--- src/rtl/buffer_read_ctrl_pkg.sv ---
// Shared definitions for the raw-hits fence buffer readout sequencer.
package buffer_read_ctrl_pkg;

    // Default widths and timing.
    localparam int MXTBIN_DEF     = 5;
    localparam int RAM_ADRB_DEF   = 11;
    localparam int MXBADR_DEF     = 11;
    localparam int MXBDATA_DEF    = 32;
    localparam int RD_LATENCY_DEF = 2;
    localparam int POP_SETTLE_DEF = 2;

    // Width of the shared drain/settle wait counter (covers up to 16 clocks).
    localparam int WAIT_CNT_W     = 4;

    // Readout sequencer states.
    typedef enum logic [2:0] {
        ST_IDLE,
        ST_LATCH,
        ST_READ,
        ST_DRAIN,
        ST_POP,
        ST_SETTLE
    } rd_state_t;

endpackage

--- src/rtl/buffer_read_ctrl_rd_valid_pipe.sv ---
// Fixed-latency shift register that carries {ren, first, last, tbin} so the
// framing flags line up with the data coming out of the raw-hits RAM.
module rd_valid_pipe #(
    parameter int LATENCY = 2,
    parameter int TBIN_W  = 5
) (
    input  logic              clock,
    input  logic              reset,
    input  logic              ren,
    input  logic              first,
    input  logic              last,
    input  logic [TBIN_W-1:0] tbin,
    output logic              valid,
    output logic              valid_first,
    output logic              valid_last,
    output logic [TBIN_W-1:0] valid_tbin
);

    localparam int W = TBIN_W + 3;

    logic [W-1:0] stage [LATENCY];
    logic [W-1:0] entry;

    // Flags and tbin are zeroed on idle clocks so the outputs stay quiet.
    assign entry = ren ? {1'b1, first, last, tbin} : '0;

    // Shift the read tag down the pipe; reset flushes words still in flight.
    // NOTE: these few stages are flops, not RAM, so resetting them is cheap and
    // guarantees no stale rd_valid after an aborted event.
    always_ff @(posedge clock) begin
        if (reset) begin
            for (int i = 0; i < LATENCY; i++) stage[i] <= '0;
        end else begin
            stage[0] <= entry;
            for (int i = 1; i < LATENCY; i++) stage[i] <= stage[i-1];
        end
    end

    assign {valid, valid_first, valid_last, valid_tbin} = stage[LATENCY-1];

endmodule

--- src/rtl/buffer_read_ctrl.sv ---
// Readout sequencer: reads one fenced event's time bins from the raw-hits RAM,
// frames them for the readout machine, then releases the fence with buf_pop.
module buffer_read_ctrl
    import buffer_read_ctrl_pkg::*;
#(
    parameter int MXTBIN     = MXTBIN_DEF,
    parameter int RAM_ADRB   = RAM_ADRB_DEF,
    parameter int MXBADR     = MXBADR_DEF,
    parameter int MXBDATA    = MXBDATA_DEF,
    parameter int RD_LATENCY = RD_LATENCY_DEF,
    parameter int POP_SETTLE = POP_SETTLE_DEF
) (
    input  logic                clock,
    input  logic                ttc_resync,
    input  logic                buf_q_empty,
    input  logic [MXBADR-1:0]   buf_queue_adr,
    input  logic [MXBDATA-1:0]  buf_queue_data,
    input  logic [MXTBIN-1:0]   fifo_tbins,
    input  logic [MXTBIN-1:0]   fifo_pretrig,
    input  logic                rd_ready,
    output logic                fifo_ren,
    output logic [RAM_ADRB-1:0] fifo_radr,
    output logic                rd_valid,
    output logic                rd_first,
    output logic                rd_last,
    output logic [MXTBIN-1:0]   rd_tbin,
    output logic [MXBDATA-1:0]  rd_event_data,
    output logic                rd_busy,
    output logic                buf_pop,
    output logic [MXBADR-1:0]   buf_pop_adr,
    output logic [15:0]         rd_event_cnt
);

    rd_state_t                 state, state_nxt;
    logic [MXBADR-1:0]         adr_r;
    logic [RAM_ADRB-1:0]       radr_r;
    logic [MXTBIN-1:0]         tbins_r;
    logic [MXTBIN-1:0]         tbin_r;
    logic [WAIT_CNT_W-1:0]     wait_cnt;
    logic [15:0]               event_cnt;
    logic [MXBDATA-1:0]        event_data_r;
    logic                      issue;
    logic                      last_tbin;
    logic                      pipe_valid;

    assign last_tbin = (tbin_r == tbins_r - MXTBIN'(1));

    // State register.
    // NOTE: every clocked block uses non-blocking assignments so all flops
    // update together from values sampled before the edge.
    always_ff @(posedge clock) begin
        if (ttc_resync) state <= ST_IDLE;
        else            state <= state_nxt;
    end

    // Next-state and read-issue decode.
    // NOTE: defaults first so no path leaves a variable unassigned (no latches).
    always_comb begin
        state_nxt = state;
        issue     = 1'b0;
        case (state)
            ST_IDLE:   if (!buf_q_empty && rd_ready) state_nxt = ST_LATCH;
            ST_LATCH:  state_nxt = (fifo_tbins != '0) ? ST_READ : ST_POP;
            ST_READ: begin
                if (rd_ready) begin
                    issue = 1'b1;
                    if (last_tbin) state_nxt = ST_DRAIN;
                end
            end
            ST_DRAIN:  if (wait_cnt == WAIT_CNT_W'(RD_LATENCY - 1)) state_nxt = ST_POP;
            ST_POP:    state_nxt = ST_SETTLE;
            ST_SETTLE: if (wait_cnt == WAIT_CNT_W'(POP_SETTLE - 1)) state_nxt = ST_IDLE;
            default:   state_nxt = ST_IDLE;
        endcase
    end

    // Event context, read address/tbin counters, wait timer and event counter.
    always_ff @(posedge clock) begin
        if (ttc_resync) begin
            adr_r        <= '0;
            radr_r       <= '0;
            tbins_r      <= '0;
            tbin_r       <= '0;
            wait_cnt     <= '0;
            event_cnt    <= '0;
            event_data_r <= '0;
        end else begin
            if (state == ST_LATCH) begin
                adr_r        <= buf_queue_adr;
                event_data_r <= buf_queue_data;
                tbins_r      <= fifo_tbins;
                radr_r       <= RAM_ADRB'(buf_queue_adr) - RAM_ADRB'(fifo_pretrig);
                tbin_r       <= '0;
            end
            if (issue) begin
                radr_r <= radr_r + RAM_ADRB'(1);
                tbin_r <= tbin_r + MXTBIN'(1);
            end
            if (state_nxt != state)
                wait_cnt <= '0;
            else if (state == ST_DRAIN || state == ST_SETTLE)
                wait_cnt <= wait_cnt + WAIT_CNT_W'(1);
            if (state == ST_POP && event_cnt != 16'hFFFF)
                event_cnt <= event_cnt + 16'd1;
        end
    end

    // Pulses are suppressed while resync is asserted so an aborted event
    // issues nothing in the reset clock.
    assign fifo_ren      = issue & ~ttc_resync;
    assign fifo_radr     = radr_r;
    assign buf_pop       = (state == ST_POP) & ~ttc_resync;
    assign buf_pop_adr   = adr_r;
    assign rd_busy       = (state != ST_IDLE);
    assign rd_event_cnt  = event_cnt;
    assign rd_event_data = event_data_r;

    rd_valid_pipe #(
        .LATENCY (RD_LATENCY),
        .TBIN_W  (MXTBIN)
    ) u_rd_valid_pipe (
        .clock       (clock),
        .reset       (ttc_resync),
        .ren         (fifo_ren),
        .first       (tbin_r == '0),
        .last        (last_tbin),
        .tbin        (tbin_r),
        .valid       (pipe_valid),
        .valid_first (rd_first),
        .valid_last  (rd_last),
        .valid_tbin  (rd_tbin)
    );

    assign rd_valid = pipe_valid & ~ttc_resync;

endmodule

--- config.mk ---
export PLATFORM = sky130hd
export DESIGN_NAME = buffer_read_ctrl
export DESIGN_NICKNAME = d
export VERILOG_FILES = /design/src/rtl/buffer_read_ctrl_pkg.sv /design/src/rtl/buffer_read_ctrl_rd_valid_pipe.sv /design/src/rtl/buffer_read_ctrl.sv
export SDC_FILE = /design/constraint.sdc
export NUM_CORES = 1
export LEC_CHECK = 0
export BUFFER_PORTS_ARGS = -buffer_cell sky130_fd_sc_hd__buf_2
export CAP_MARGIN = 20
export CORE_UTILIZATION = 45
export CTS_BUF_LIST = sky130_fd_sc_hd__clkbuf_4 sky130_fd_sc_hd__clkbuf_8
export DETAILED_ROUTE_END_ITERATION = 8
export HOLD_SLACK_MARGIN = 0.15
export PLACE_DENSITY = 0.81
export REMOVE_ABC_BUFFERS = 1
export SYNTH_ARGS = -nofsm -noshare
export SYNTH_HDL_FRONTEND = slang
export SYNTH_SLANG_ARGS = --single-unit
--- constraint.sdc ---
create_clock -name clock -period 6.15 [get_ports clock]
set_input_delay 1.23 -clock clock [delete_from_list [all_inputs] [get_ports clock]]
set_output_delay 1.23 -clock clock [all_outputs]
set_load 0.02 [all_outputs]
==> impl_results.md <==
- Status: completed
- Post-CTS setup buffer count: 0
- CP endpoint kind: primary output
- Antenna violations before repair: 0
- Crit Path Category: in -> out
- Die height: 103 um
- Worst Slack Setup Final: approximately 2500 ps
- Crit path time final: between 3000 and 4000 ps
- RSZ-0062 raised after global routing: false
- CTS tree: done
- Slew Limit Fails: 0
- Core area: between 9000 and 10,000 um2
- Pwr per Cell Area: approximately 250 nW/um2
- Startpoint Class: primary input
- HP Class: reg -> reg
- Syn_area_per_cell: slightly above 8 um2
- Syn-to-layout area delta: 20.8%
- WL per Instance: 12.7 um
- Max_cap viols: 0
- Post-synth EDFFs: 0
- Starting density of the core: between 40% and 50%
- Drt via density: 5.17
- Layout cells sized above 1: between 20% and 30%
- Final Cycle Share: roughly three fifths
- H-tree Lvls: 3
- # hold bufs at CTS: 0
- Endpoints failing setup: 0
- Routed wl met2: 5.27 mm
- Sum of negative setup slack: 0 ps
- Post-synth top area cell: dfxtp_1
- Warnings, synthesis: 0
- Cell variety after synth: 58
- I/O pin count: between 100 and 150
- Asr flop ratio synth: 0%
- Largest net degree at the start of global routing: 60
- FP Rows: 36
- Placed Cells incl. Taps: 800
- Met3 WL: between 500 and 600 um
- Remaining antenna violation count: 0
- Fin Hold WS: 441 ps
- GR Util All Layers: approximately a fifth
- CTS root buffer: clkbuf_8
- Top post-synthesis cells by area: dfxtp_1, nand2_1, a21oi_1
- Max-slew headroom: between 30% and 40%
- Crit path max fanout: 12
- Clk pin slew, worst setup/hold paths: ~80 ps
- Sink count of the clock tree: 103
- Die width: approximately 100 um
- CTS Buf Count: 9
- Arr. time, crit path: approximately 2400 ps
- Grt total ovfl: 0
- Pre-CTS setup slack: approximately 2500 ps
- Peak supply drop: around 0.13 mV
- RD Place Congestion: 0.835
- Longest Clk Path Bufs: 2
- Synth Register Bits: 103
- Vias post-DR: ~4,200
- CP Data Required Time: slightly below 5000 ps
- Die Footprint: approximately 11,000 um2
- DRT met1 WL: ~4.5 mm
- Worst skew pair latency: 360 ps
- Endpoints failing hold: 0
- Tightest Pin Transition: around 910 ps
- Post-Layout Cell Count: 816
- Register area share after synthesis: between 40% and 50%
- Post-route clock skew: 9.12 ps
- Mapped Cells: between 500 and 600
- Placed wire-length estimate: between 7 and 8 mm
- Util after Layout: a little under three fifths
- Static leakage: 0.00231 uW
- Top cell type's share of synthesized area: between 40% and 50%
- First-pass GRT wire length: 17.0 mm
- DRC violations left: 0
- Nets: 748
- Fmax: about 280 MHz
- Detailed Route WL: just over 10 mm
- DR iter-0 viols: 78
- Commonest cells after routing, fill and taps aside: buf_2, nand2_1, dfxtp_1, a21oi_1, nor2_1
- Most common cell after layout, fill and taps aside: buf_2
- Post_cts resized: 0
- Top sig layer: met4
- Post-synthesis instance area: 4580 um2
- Main synth FF type: dfxtp_1
- ANT cells: 0
- Vias in the first global route: between 3,000 and 4,000
- Drt pass-1 iters: 6
- Number of port buffers: 137
==> final timing paths <==
path	slack [ps]	end	from	depth (start not counted)
max	2540	fifo_ren	rd_ready	4
min	440	u_rd_valid_pipe.stage[0][12]	u_rd_valid_pipe.stage[0][4]	1
max reg2reg	3920	fifo_radr[10]	state[1]	5
min reg2reg	440	u_rd_valid_pipe.stage[0][12]	u_rd_valid_pipe.stage[0][4]	1
==> worst max-delay path, cell delays in order <==
cell	delay, ps
buf_2	110
nand4bb_1	440
nor2_1	380
buf_2	230
==> stage by stage <==
step / area (um2) / total power, uW
finish: 5530 / 1360
CTS: 5530 / 1380
detailed placement: 5310 / 933
global placement: 5310 / 925
global route: 5530 / 1430
floorplan: 4420 / 849
==> final cells by class <==
cell class / count / area, um2
well taps: 133 / 166
repair buffers: 141 / 716
inverters: 18 / 67.6
clock buffers: 12 / 165
multi-input cells: 405 / 2300
flip-flops and latches: 103 / 2060
fillers: 935 / 4290
clock inverters: 4 / 51.3
==> power by group <==
part	internal, uW	total [uW]	leakage (uW)	switching [uW]
Clock	222	446	0.000109	223
Sequential	693	718	0.000835	24.7
Combinational	75.2	199	0.00137	124
Total	991	1360	0.00231	372
==> logic make-up after synthesis <==
kind of cell,count (synthesis),share of synthesized area (%)
buf+inv,54,4.97
xor+xnor,30,5.74
mux,1,0.219
simple gates,247,25.7
compound gates,114,14.6
fa+ha+maj,13,3.72
flops,103,45.0
==> cells in the mapped netlist (all sizes together) (2+ instances only) <==
| cell | count |
|---|---|
| nand2 | 111 |
| dfxtp | 103 |
| a21oi | 67 |
| nor2 | 43 |
| clkbuf | 25 |
| inv | 18 |
| nor3 | 18 |
| xnor2 | 16 |
| nand3 | 14 |
| o21ai | 14 |
| xor2 | 14 |
| ha | 12 |
| nor2b | 12 |
| buf | 11 |
| nand4 | 10 |
| a211oi | 7 |
| and2 | 6 |
| nor4 | 4 |
| o21a | 4 |
| or2 | 4 |
| a221oi | 3 |
| nand2b | 3 |
| nor3b | 3 |
| o31a | 3 |
| a22oi | 2 |
| a31oi | 2 |
| and3 | 2 |
| and4 | 2 |
| nand4bb | 2 |
| o2111ai | 2 |
| o311ai | 2 |
| or3 | 2 |
| or3b | 2 |
| or4 | 2 |
==> state kept, by name, indices dropped and copies added (netlist names) <==
name / flops
tbin_r: 5
fifo_radr: 11
tbins_r: 5
buf_pop_adr: 11
wait_cnt: 4
rd_event_cnt: 16
rd_event_data: 32
u_rd_valid_pipe.stage: 16
state: 3
==> metal layers <==
layer  track usage [%]  vias to the layer above
met3              4.75                       10
met2              35.4                       93
li1                  -                     2148
met1              23.9                     1971
met5                 0                        -
met4              8.78                        0
Note: power is estimated with default switching activity, not from simulation.
